`src/rtl/keypad_bcd_entry.sv`:
```
// Scans a 4x4 active-low keypad and debounces whole scan frames. Collects up to
// three packed-BCD digits and converts them on '#' to a saturated 8-bit value.

module keypad_bcd_entry #(
   parameter logic [19:0] CNT_SCAN_MAX = 20'd49_999,
   parameter logic [3:0]  DEB_FRAMES   = 4'd5
) (
   input  logic        sys_clk,
   input  logic        sys_rst_n,
   input  logic [3:0]  key_col,
   output logic [3:0]  key_row,
   output logic [11:0] bcd_disp,
   output logic [7:0]  data_out,
   output logic        data_valid,
   output logic        overflow
);

   localparam logic [3:0] IDX_STAR  = 4'd12;
   localparam logic [3:0] IDX_ENTER = 4'd14;

   typedef enum logic [1:0] {
      IDLE = 2'd0,
      CONV = 2'd1,
      DONE = 2'd2
   } state_t;

   logic [19:0] cnt_scan;
   logic [1:0]  row;
   logic [3:0]  col_meta;
   logic [3:0]  col_sync;
   logic [11:0] raw;
   logic        slot_end;
   logic        frame_end;
   logic [15:0] frame;
   logic [15:0] prev_frame;
   logic [4:0]  ones;
   logic [3:0]  key_idx;
   logic        single;
   logic        none;
   logic [3:0]  deb_cnt;
   logic [3:0]  deb_cnt_nxt;
   logic        pressed;
   logic        key_evt;
   logic        release_ok;
   logic        dig_valid;
   logic [3:0]  dig_val;
   state_t      state;
   state_t      state_nxt;
   logic [1:0]  step;
   logic [1:0]  step_nxt;
   logic [9:0]  acc;
   logic [9:0]  acc_nxt;
   logic [3:0]  conv_dig;
   logic        load;
   logic [1:0]  ndig;

   assign slot_end  = (cnt_scan == CNT_SCAN_MAX);
   assign frame_end = slot_end && (row == 2'd3);
   assign key_row   = ~(4'b0001 << row);
   // Row 3 is never stored: at the frame end its columns are read straight from the synchroniser.
   assign frame     = {~col_sync, raw};

   // NOTE: sequential state uses non-blocking assignments so every flop samples pre-edge values.
   always_ff @(posedge sys_clk or negedge sys_rst_n) begin
      if (!sys_rst_n) begin
         cnt_scan <= '0;
         row      <= '0;
         col_meta <= 4'hF;
         col_sync <= 4'hF;
         // NOTE: the per-row sample store is a handful of flops, so it is reset like any other register.
         raw      <= '0;
      end else begin
         col_meta <= key_col;
         col_sync <= col_meta;
         if (slot_end) begin
            cnt_scan <= '0;
            row      <= row + 2'd1;
            case (row)
               2'd0:    raw[3:0]  <= ~col_sync;
               2'd1:    raw[7:4]  <= ~col_sync;
               2'd2:    raw[11:8] <= ~col_sync;
               default: ;
            endcase
         end else begin
            cnt_scan <= cnt_scan + 20'd1;
         end
      end
   end

   // NOTE: every combinational output gets a default first, so no path can infer a latch.
   always_comb begin
      ones    = '0;
      key_idx = '0;
      for (int i = 0; i < 16; i++) begin
         if (frame[i]) begin
            ones    = ones + 5'd1;
            key_idx = 4'(i);
         end
      end
   end

   assign single = (ones == 5'd1);
   assign none   = (ones == 5'd0);

   always_comb begin
      if (!single && !none) begin
         deb_cnt_nxt = '0;
      end else if (frame != prev_frame) begin
         deb_cnt_nxt = 4'd1;
      end else if (deb_cnt < DEB_FRAMES) begin
         deb_cnt_nxt = deb_cnt + 4'd1;
      end else begin
         deb_cnt_nxt = deb_cnt;
      end
   end

   assign key_evt    = frame_end && single && !pressed && (deb_cnt_nxt == DEB_FRAMES);
   assign release_ok = frame_end && none && (deb_cnt_nxt == DEB_FRAMES);

   always_ff @(posedge sys_clk or negedge sys_rst_n) begin
      if (!sys_rst_n) begin
         prev_frame <= '0;
         deb_cnt    <= '0;
         pressed    <= 1'b0;
      end else if (frame_end) begin
         prev_frame <= frame;
         deb_cnt    <= deb_cnt_nxt;
         if (key_evt) begin
            pressed <= 1'b1;
         end else if (release_ok) begin
            pressed <= 1'b0;
         end
      end
   end

   // Legend: 1 2 3 A / 4 5 6 B / 7 8 9 C / * 0 # D
   always_comb begin
      dig_valid = 1'b1;
      dig_val   = '0;
      case (key_idx)
         4'd0:    dig_val = 4'd1;
         4'd1:    dig_val = 4'd2;
         4'd2:    dig_val = 4'd3;
         4'd4:    dig_val = 4'd4;
         4'd5:    dig_val = 4'd5;
         4'd6:    dig_val = 4'd6;
         4'd8:    dig_val = 4'd7;
         4'd9:    dig_val = 4'd8;
         4'd10:   dig_val = 4'd9;
         4'd13:   dig_val = 4'd0;
         default: dig_valid = 1'b0;
      endcase
   end

   always_comb begin
      state_nxt = state;
      step_nxt  = step;
      acc_nxt   = acc;
      load      = 1'b0;
      case (step)
         2'd0:    conv_dig = bcd_disp[11:8];
         2'd1:    conv_dig = bcd_disp[7:4];
         default: conv_dig = bcd_disp[3:0];
      endcase
      case (state)
         IDLE: begin
            if (key_evt && (key_idx == IDX_ENTER)) begin
               state_nxt = CONV;
               step_nxt  = '0;
               acc_nxt   = '0;
            end
         end
         CONV: begin
            acc_nxt  = acc * 10'd10 + {6'd0, conv_dig};
            step_nxt = step + 2'd1;
            // The final digit's result is registered into the outputs on the way into DONE.
            if (step == 2'd2) begin
               state_nxt = DONE;
               load      = 1'b1;
            end
         end
         DONE:    state_nxt = IDLE;
         default: state_nxt = IDLE;
      endcase
   end

   always_ff @(posedge sys_clk or negedge sys_rst_n) begin
      if (!sys_rst_n) begin
         state <= IDLE;
         step  <= '0;
         acc   <= '0;
      end else begin
         state <= state_nxt;
         step  <= step_nxt;
         acc   <= acc_nxt;
      end
   end

   always_ff @(posedge sys_clk or negedge sys_rst_n) begin
      if (!sys_rst_n) begin
         bcd_disp   <= '0;
         ndig       <= '0;
         data_out   <= '0;
         overflow   <= 1'b0;
         data_valid <= 1'b0;
      end else begin
         data_valid <= load;
         if (load) begin
            bcd_disp <= '0;
            ndig     <= '0;
            data_out <= (acc_nxt > 10'd255) ? 8'd255 : acc_nxt[7:0];
            overflow <= (acc_nxt > 10'd255);
         end else if (key_evt && (state == IDLE)) begin
            if (dig_valid) begin
               if (ndig != 2'd3) begin
                  bcd_disp <= {bcd_disp[7:0], dig_val};
                  ndig     <= ndig + 2'd1;
               end
            end else if (key_idx == IDX_STAR) begin
               bcd_disp <= '0;
               ndig     <= '0;
            end
         end
      end
   end

endmodule

```
`config.mk`:
```
export PLATFORM = sky130hd
export DESIGN_NAME = keypad_bcd_entry
export DESIGN_NICKNAME = d
export VERILOG_FILES = /design/src/rtl/keypad_bcd_entry.sv
export SDC_FILE = /design/constraint.sdc
export NUM_CORES = 1
export LEC_CHECK = 0
export CAP_MARGIN = 30
export CORE_ASPECT_RATIO = 1.75
export CORE_MARGIN = 2
export CORE_UTILIZATION = 48
export DETAILED_ROUTE_END_ITERATION = 6
export HOLD_SLACK_MARGIN = 0.15
export MAX_ROUTING_LAYER = met4
export PLACE_DENSITY = 0.69
export SLEW_MARGIN = 20
export SYNTH_ARGS = -nofsm -noshare
export SYNTH_HDL_FRONTEND = slang
export SYNTH_SLANG_ARGS = --single-unit
```
`constraint.sdc`:
```
create_clock -name sys_clk -period 16.5 [get_ports sys_clk]
set_input_delay 3.3 -clock sys_clk [delete_from_list [all_inputs] [get_ports sys_clk]]
set_output_delay 3.3 -clock sys_clk [all_outputs]
set_load 0.1 [all_outputs]
```
==> metrics.txt, run 1 <==
switching share of power=0.237; Crit path required time=16,720 ps; Setup Skew=10.1 ps; share of layout cells above drive strength 1=0.0879; max frequency=97.6 MHz; Max IR drop VDD=0.0748 mV; DR vias=5,306; worst setup path startpoint=raw[1]$_DFFE_PN0P_; H-tree depth=3; port bufs=31; actual slew at the worst max-slew pin=1000 ps; LEAKAGE=3.49 nW; Routability Congestion=0.952; number of synthesized register bits=100; Net Count, Synth=777; setup bufs post-CTS=0; clk slew on worst S/H paths=70 ps; Reg area=2510 um^2; WP buf/inv=3; initial antenna violation count=0; CP endpoint kind=flip-flop; clk buf depth=2; DRC viols=0; pin count of the biggest net entering global routing=84; TNS Setup=0 ps; Post-DP Area=7360 um^2; Post-Route WL=15.2 mm; relative slew slack=0.330; reg2reg setup slack=6250 ps; first-pass GRT wire length=25.7 mm; Unique masters post-synth=76; status=completed; Hold Path Class=flip-flop to flip-flop; power share of the combinational group=0.039; initial DRC count=199; Clk pwr share=0.428; Pwr per Cell Area=61.3 nW/um^2; synthesized area per cell=9.55 um^2; Hold Buf Count CTS=0; worst-path maximum fanout=12; crit path capture=step[0]$_DFFE_PN0P_; CP top delay family=adder cells; Max Cap Viol=0; commonest non-fill, non-tap cells in the layout=96 x nand2_1, 92 x dfrtp_1, 52 x xnor2_1, 50 x nor2_1; Internal=0.000358 W; Crit path largest cell delay=440 ps; CP most frequent cell=ha_1; Seq/Total Area, Yosys=0.361; Resized cells post-CTS=0; P&R area growth vs syn=9.79%; ANT nets after route=0; GR Util All Layers=0.215; R2R Path End=step[0]$_DFFE_PN0P_; CP Class=flip-flop to flip-flop; fin crit share=0.621; DR pass1 iterations=4; die area=15,500 um^2; Ant. Diodes=0; routed len/inst=16.3 um; vias in the first global route=5,429; Final min period=10,250 ps; Die X-Extent=95.0 um; slowest CP cell=dfrtp_1; number of synthesized flops with an enable pin=0; DR vias/cell=5.70; max-slew violations=0; starting density of the core=0.487; commonest non-fill, non-tap cell in the layout=nand2_1; Finish-stage setup viols=0; Sw Pwr=0.000111 W; Reg2Reg Depth=46; Fill cells=1,333; Num CTS Buffers=9; Clock Tree Root=clkbuf_16; nets=794; Syn. warnings=0; CTS tree=yes; crit start category=flip-flop; grt ovf=0; post-DP HPWL=11.5 mm; Syn Inst Count=729; Worst EP arrival=10,470 ps; RSZ-0062 raised after global routing=false; R2R Path Start=raw[1]$_DFFE_PN0P_; die height=163 um; clock sinks=100; Ports=32; final instance area=7640 um^2; worst skew pair latency=340 ps; Most used DFF post-synth=dfrtp_1; Post-synth ARST share=1.00; Core Area=14,300 um^2; Post-Syn Area=6960 um^2; area occupied by multi-input gates=4150 um^2; Worst path depth=46; sequential group share of total power=0.533; row count=58; final hold violation count=0
==> state kept, by name (all words and copies together) (netlist names), 8 cells and up <==
signal and cells:
acc 9, data_out 8, raw 12, bcd_disp 12
prev_frame 16, cnt_scan 20
==> worst min-delay path by stage <==
stage                                     start               endpoint  slack (ps)  depth (start not counted)
after global placement    col_meta[3]$_DFF_PN1_  col_sync[3]$_DFF_PN1_         350                          0
after detailed placement  col_meta[3]$_DFF_PN1_  col_sync[3]$_DFF_PN1_         350                          0
after global routing      col_meta[0]$_DFF_PN1_  col_sync[0]$_DFF_PN1_         360                          0
after CTS                 col_meta[3]$_DFF_PN1_  col_sync[3]$_DFF_PN1_         360                          0
after floorplan           col_meta[0]$_DFF_PN1_  col_sync[0]$_DFF_PN1_         350                          0
final                     col_meta[1]$_DFF_PN1_  col_sync[1]$_DFF_PN1_         360                          0
==> Yosys cell counts (3+ instances only) <==
library cell  number  share of area
a32oi_1            3         0.0038
and3_1            10         0.0090
xnor2_1           52          0.065
or3_1              4         0.0036
xor2_2             3         0.0070
nor2_1            50          0.027
a22o_1             6         0.0075
ha_1              40          0.072
o21ai_0           28          0.020
a22oi_1            5         0.0054
nor3_1             9         0.0065
clkbuf_1          16         0.0086
xnor2_2            4         0.0093
a21oi_1           25          0.018
a31oi_1            5         0.0045
o22a_1             5         0.0063
dfrtp_1           92           0.33
nand2_1           96          0.052
and2_1             4         0.0036
nand4_1           15          0.013
mux2i_1           28          0.040
nor2b_1           10         0.0090
nand3_1           23          0.017
o21bai_1           3         0.0032
dfstp_2            8          0.030
nor4_1             8         0.0072
nor4b_1            4         0.0050
o2111ai_1          3         0.0038
a21o_1             7         0.0075
inv_1             40          0.022
nor3b_1            6         0.0065
buf_2              5         0.0036
mux2_2            13          0.021
xnor3_1            4          0.013
buf_6              3         0.0049
xor2_1            25          0.031
nand2b_1          14          0.013
==> power by group through the flow <==
stage	clock (W)	sequential (W)	combinational, W
CTS	0.000206	0.000250	0.0000187
global route	0.000215	0.000250	0.0000210
floorplan	0	0.000252	0.0000115
finish	0.000201	0.000250	0.0000183
global placement	0	0.000254	0.0000175
detailed placement	0	0.000254	0.0000185
==> stage by stage <==
stage	hold slack, ps	power (W)	setup WS [ps]	util	std cells
6_report	359	0.000469	6250	0.535	931
5_1_grt	365	0.000486	5260	0.535	931
4_1_cts	360	0.000474	6300	0.534	931
3_5_place_dp	349	0.000273	6390	0.515	915
3_3_place_gp	346	0.000272	6770	0.515	915
2_1_floorplan	345	0.000264	7380	-	729
==> logic make-up (layout without fill, tap and decap cells) <==
group | Yosys count | count (layout) | synth area share
adder cells (fa/ha/maj) | 43 | 43 | 0.0791
flip-flops | 100 | 100 | 0.361
buffers and inverters | 67 | 89 | 0.0437
AND/OR/NAND/NOR | 270 | 270 | 0.194
multiplexers | 42 | 42 | 0.0634
XOR/XNOR | 94 | 94 | 0.148
AO/OA/AOI/OAI | 113 | 113 | 0.112
==> layout make-up <==
class,instances,area share
Inverter,40,0.0196
Timing Repair Buffer,33,0.0427
Multi-Input combinational cell,562,0.542
Clock inverter,7,0.00769
Sequential cell,100,0.329
Tap cell,180,0.0295
Clock buffer,9,0.0295
==> routing by layer <==
metal  up-vias  wire length, um  global-route usage
li1       2576                -                   -
met2        62             8410               0.387
met1      2632             6040               0.237
met5         -                0                   -
met3        36              235              0.0244
met4         0              469              0.0856
Power figures use the tool's default switching activity.
==> run 2, diff against run 1 <==
- clock period: 16.5 -> 10.6 ns (I/O delays scaled with it)
==> run 2 against run 1 <==
Routed wire length grew 3.4%. Flip-flop and latch count is the same. Via count grew 0.98%. Sequential power grew 56%. Register-to-register slack lost 5500 ps. Non-clock buffer count grew 3. Final cell count grew 0.54%. Setup slack lost 5500 ps. First-iteration DRC count grew 12%. Critical path type unchanged.
==> metrics.txt, run 2 (synthesis results as in run 1) <==
LEAKAGE=3.54 nW (+1.3%); routed len/inst=16.7 um (+2.8%); clk buf depth=2 (unchanged); slowest CP cell=dfrtp_1; H-tree depth=3 (unchanged); commonest non-fill, non-tap cells in the layout=96 x nand2_1, 92 x dfrtp_1, 52 x xnor2_1, 50 x nor2_1; starting density of the core=0.487 (unchanged); sequential group share of total power=0.522 (-0.011); CP top delay family=adder cells; CP endpoint kind=flip-flop; DR pass1 iterations=4 (unchanged); GR Util All Layers=0.215 (about the same); nets=799 (+0.63%); max-slew violations=0 (unchanged); Max Cap Viol=0 (unchanged); die area=15,500 um^2 (unchanged); DR vias=5,358 (+0.98%); max FFs per register=20 (unchanged); Crit path largest cell delay=430 ps (about the same); Worst EP arrival=10,080 ps (-390 ps); Hold Path Class=flip-flop to flip-flop; grt ovf=0 (unchanged); Num CTS Buffers=9 (unchanged); Setup Skew=10.6 ps (+0.557 ps); share of layout cells above drive strength 1=0.102 (+0.0140); fin crit share=0.930 (+0.309); Ports=32 (unchanged); clk slew on worst S/H paths=70 ps (about the same); WP buf/inv=3 (unchanged); ANT nets after route=0 (unchanged); first-pass GRT wire length=25.8 mm (+0.48%); Final min period=9860 ps (-391 ps); Die X-Extent=95.0 um (unchanged); Crit path required time=10,820 ps (-5900 ps); Fill cells=1,290 (-3.2%); Core Area=14,300 um^2 (unchanged); Top reg by flops=cnt_scan; status=completed; DRC viols=0 (unchanged); initial DRC count=222 (+12%); actual slew at the worst max-slew pin=1020 ps (+16.0 ps); P&R area growth vs syn=11.5%; Pwr per Cell Area=95.9 nW/um^2 (+56%); CTS tree=yes; final hold violation count=0 (unchanged); clock sinks=100 (unchanged); worst skew pair latency=340 ps (about the same); post-DP HPWL=11.5 mm (-0.10%); initial antenna violation count=0 (unchanged); switching share of power=0.236 (-0.000695); relative slew slack=0.320 (-0.00994); CP most frequent cell=ha_1; Internal=0.000568 W (+59%); pin count of the biggest net entering global routing=84 (unchanged); Routability Congestion=0.952 (unchanged); Post-DP Area=7360 um^2 (unchanged); Post-Route WL=15.7 mm (+3.4%); final instance area=7760 um^2 (+1.5%); Hold Buf Count CTS=0 (unchanged); Max IR drop VDD=0.116 mV (+55%); max frequency=101 MHz (+4.0%); DR vias/cell=5.72 (+0.44%); RSZ-0062 raised after global routing=false; vias in the first global route=5,443 (+0.26%); Finish-stage setup viols=0 (unchanged); row count=58 (unchanged); die height=163 um (unchanged); CP Class=flip-flop to flip-flop; Ant. Diodes=0 (unchanged); Clk pwr share=0.430 (+0.002); power share of the combinational group=0.048 (+0.009); worst-path maximum fanout=7 (-5); Clock Tree Root=clkbuf_16; TNS Setup=0 ps (unchanged); crit start category=flip-flop; port bufs=31 (unchanged); commonest non-fill, non-tap cell in the layout=nand2_1; Sw Pwr=0.000176 W (+58%); Largest regs=cnt_scan x20, prev_frame x16
[run 2: cell count changes in the layout (fill, tap and decap cells not counted), moves of 2 or more]
| cell | change |
|---|---|
| nor2b_1 | -2 |
| nor2b_2 | +2 |
| a21oi_4 | +2 |
| buf_4 | +3 |
[run 2: power by group through the flow]
| stage | Combinational [W] | Sequential (W) | Clock, W |
|---|---|---|---|
| 6_report | 0.0000356 | 0.000389 | 0.000320 |
| 5_1_grt | 0.0000393 | 0.000389 | 0.000342 |
| 4_1_cts | 0.0000291 | 0.000389 | 0.000329 |
| 3_5_place_dp | 0.0000289 | 0.000396 | 0 |
| 3_3_place_gp | 0.0000272 | 0.000396 | 0 |
| 2_1_floorplan | 0.0000179 | 0.000392 | 0 |
[run 2: area by class of cell]
class	count	area [um^2]	share of cell area
inverters	40	150	0.0193
multi-input cells	564	4230	0.545
clock buffers	10	239	0.0308
clock inverters	6	56.3	0.00725
well taps	180	225	0.0290
repair buffers	36	349	0.0450
flip-flops and latches	100	2510	0.324
[run 2: final timing paths]
path	start	end	slack, ps	cells after the start
worst min register to register	col_meta[3]$_DFF_PN1_	col_sync[3]$_DFF_PN1_	350	0
min in group asynchronous	sys_rst_n	bcd_disp[1]$_DFFE_PN0P_	1640	1
worst max-delay path	raw[0]$_DFFE_PN0P_	step[0]$_DFFE_PN0P_	740	46
worst min-delay path	col_meta[3]$_DFF_PN1_	col_sync[3]$_DFF_PN1_	350	0
worst max register to register	raw[0]$_DFFE_PN0P_	step[0]$_DFFE_PN0P_	740	46
max in group asynchronous	sys_rst_n	cnt_scan[17]$_DFF_PN0_	7950	2
[run 2: what timing repair did]
action / in CTS / in global routing
buffers inserted: 0 / 3
endpoints found under the hold margin: 0 / 0
endpoints found under the setup margin: 0 / 31
resized for setup: 0 / 11
[run 2: through the flow]
stage / setup WS [ps] / power, W / instances / utilization / hold slack [ps]
after global placement: 874 / 0.000423 / 915 / 0.515 / 346
after floorplan: 1480 / 0.000410 / 729 / - / 345
after global routing: 14.3 / 0.000770 / 936 / 0.543 / 362
after CTS: 356 / 0.000747 / 931 / 0.535 / 358
after detailed placement: 428 / 0.000425 / 915 / 0.515 / 349
final: 741 / 0.000744 / 936 / 0.543 / 354
[run 2: layer usage]
metal  track usage  vias up  routed length, um
met4        0.0744        0                361
met5             -        -                  0
met3        0.0309       27                336
li1              -     2595                  -
met1         0.234     2647               6230
met2         0.391       89               8740
==> run 3, diff against run 2 <==
- CTS_CLUSTER_SIZE: unset -> 16
==> results of run 3 <==
Final layout, timing and power as in run 2 (identical DEF).
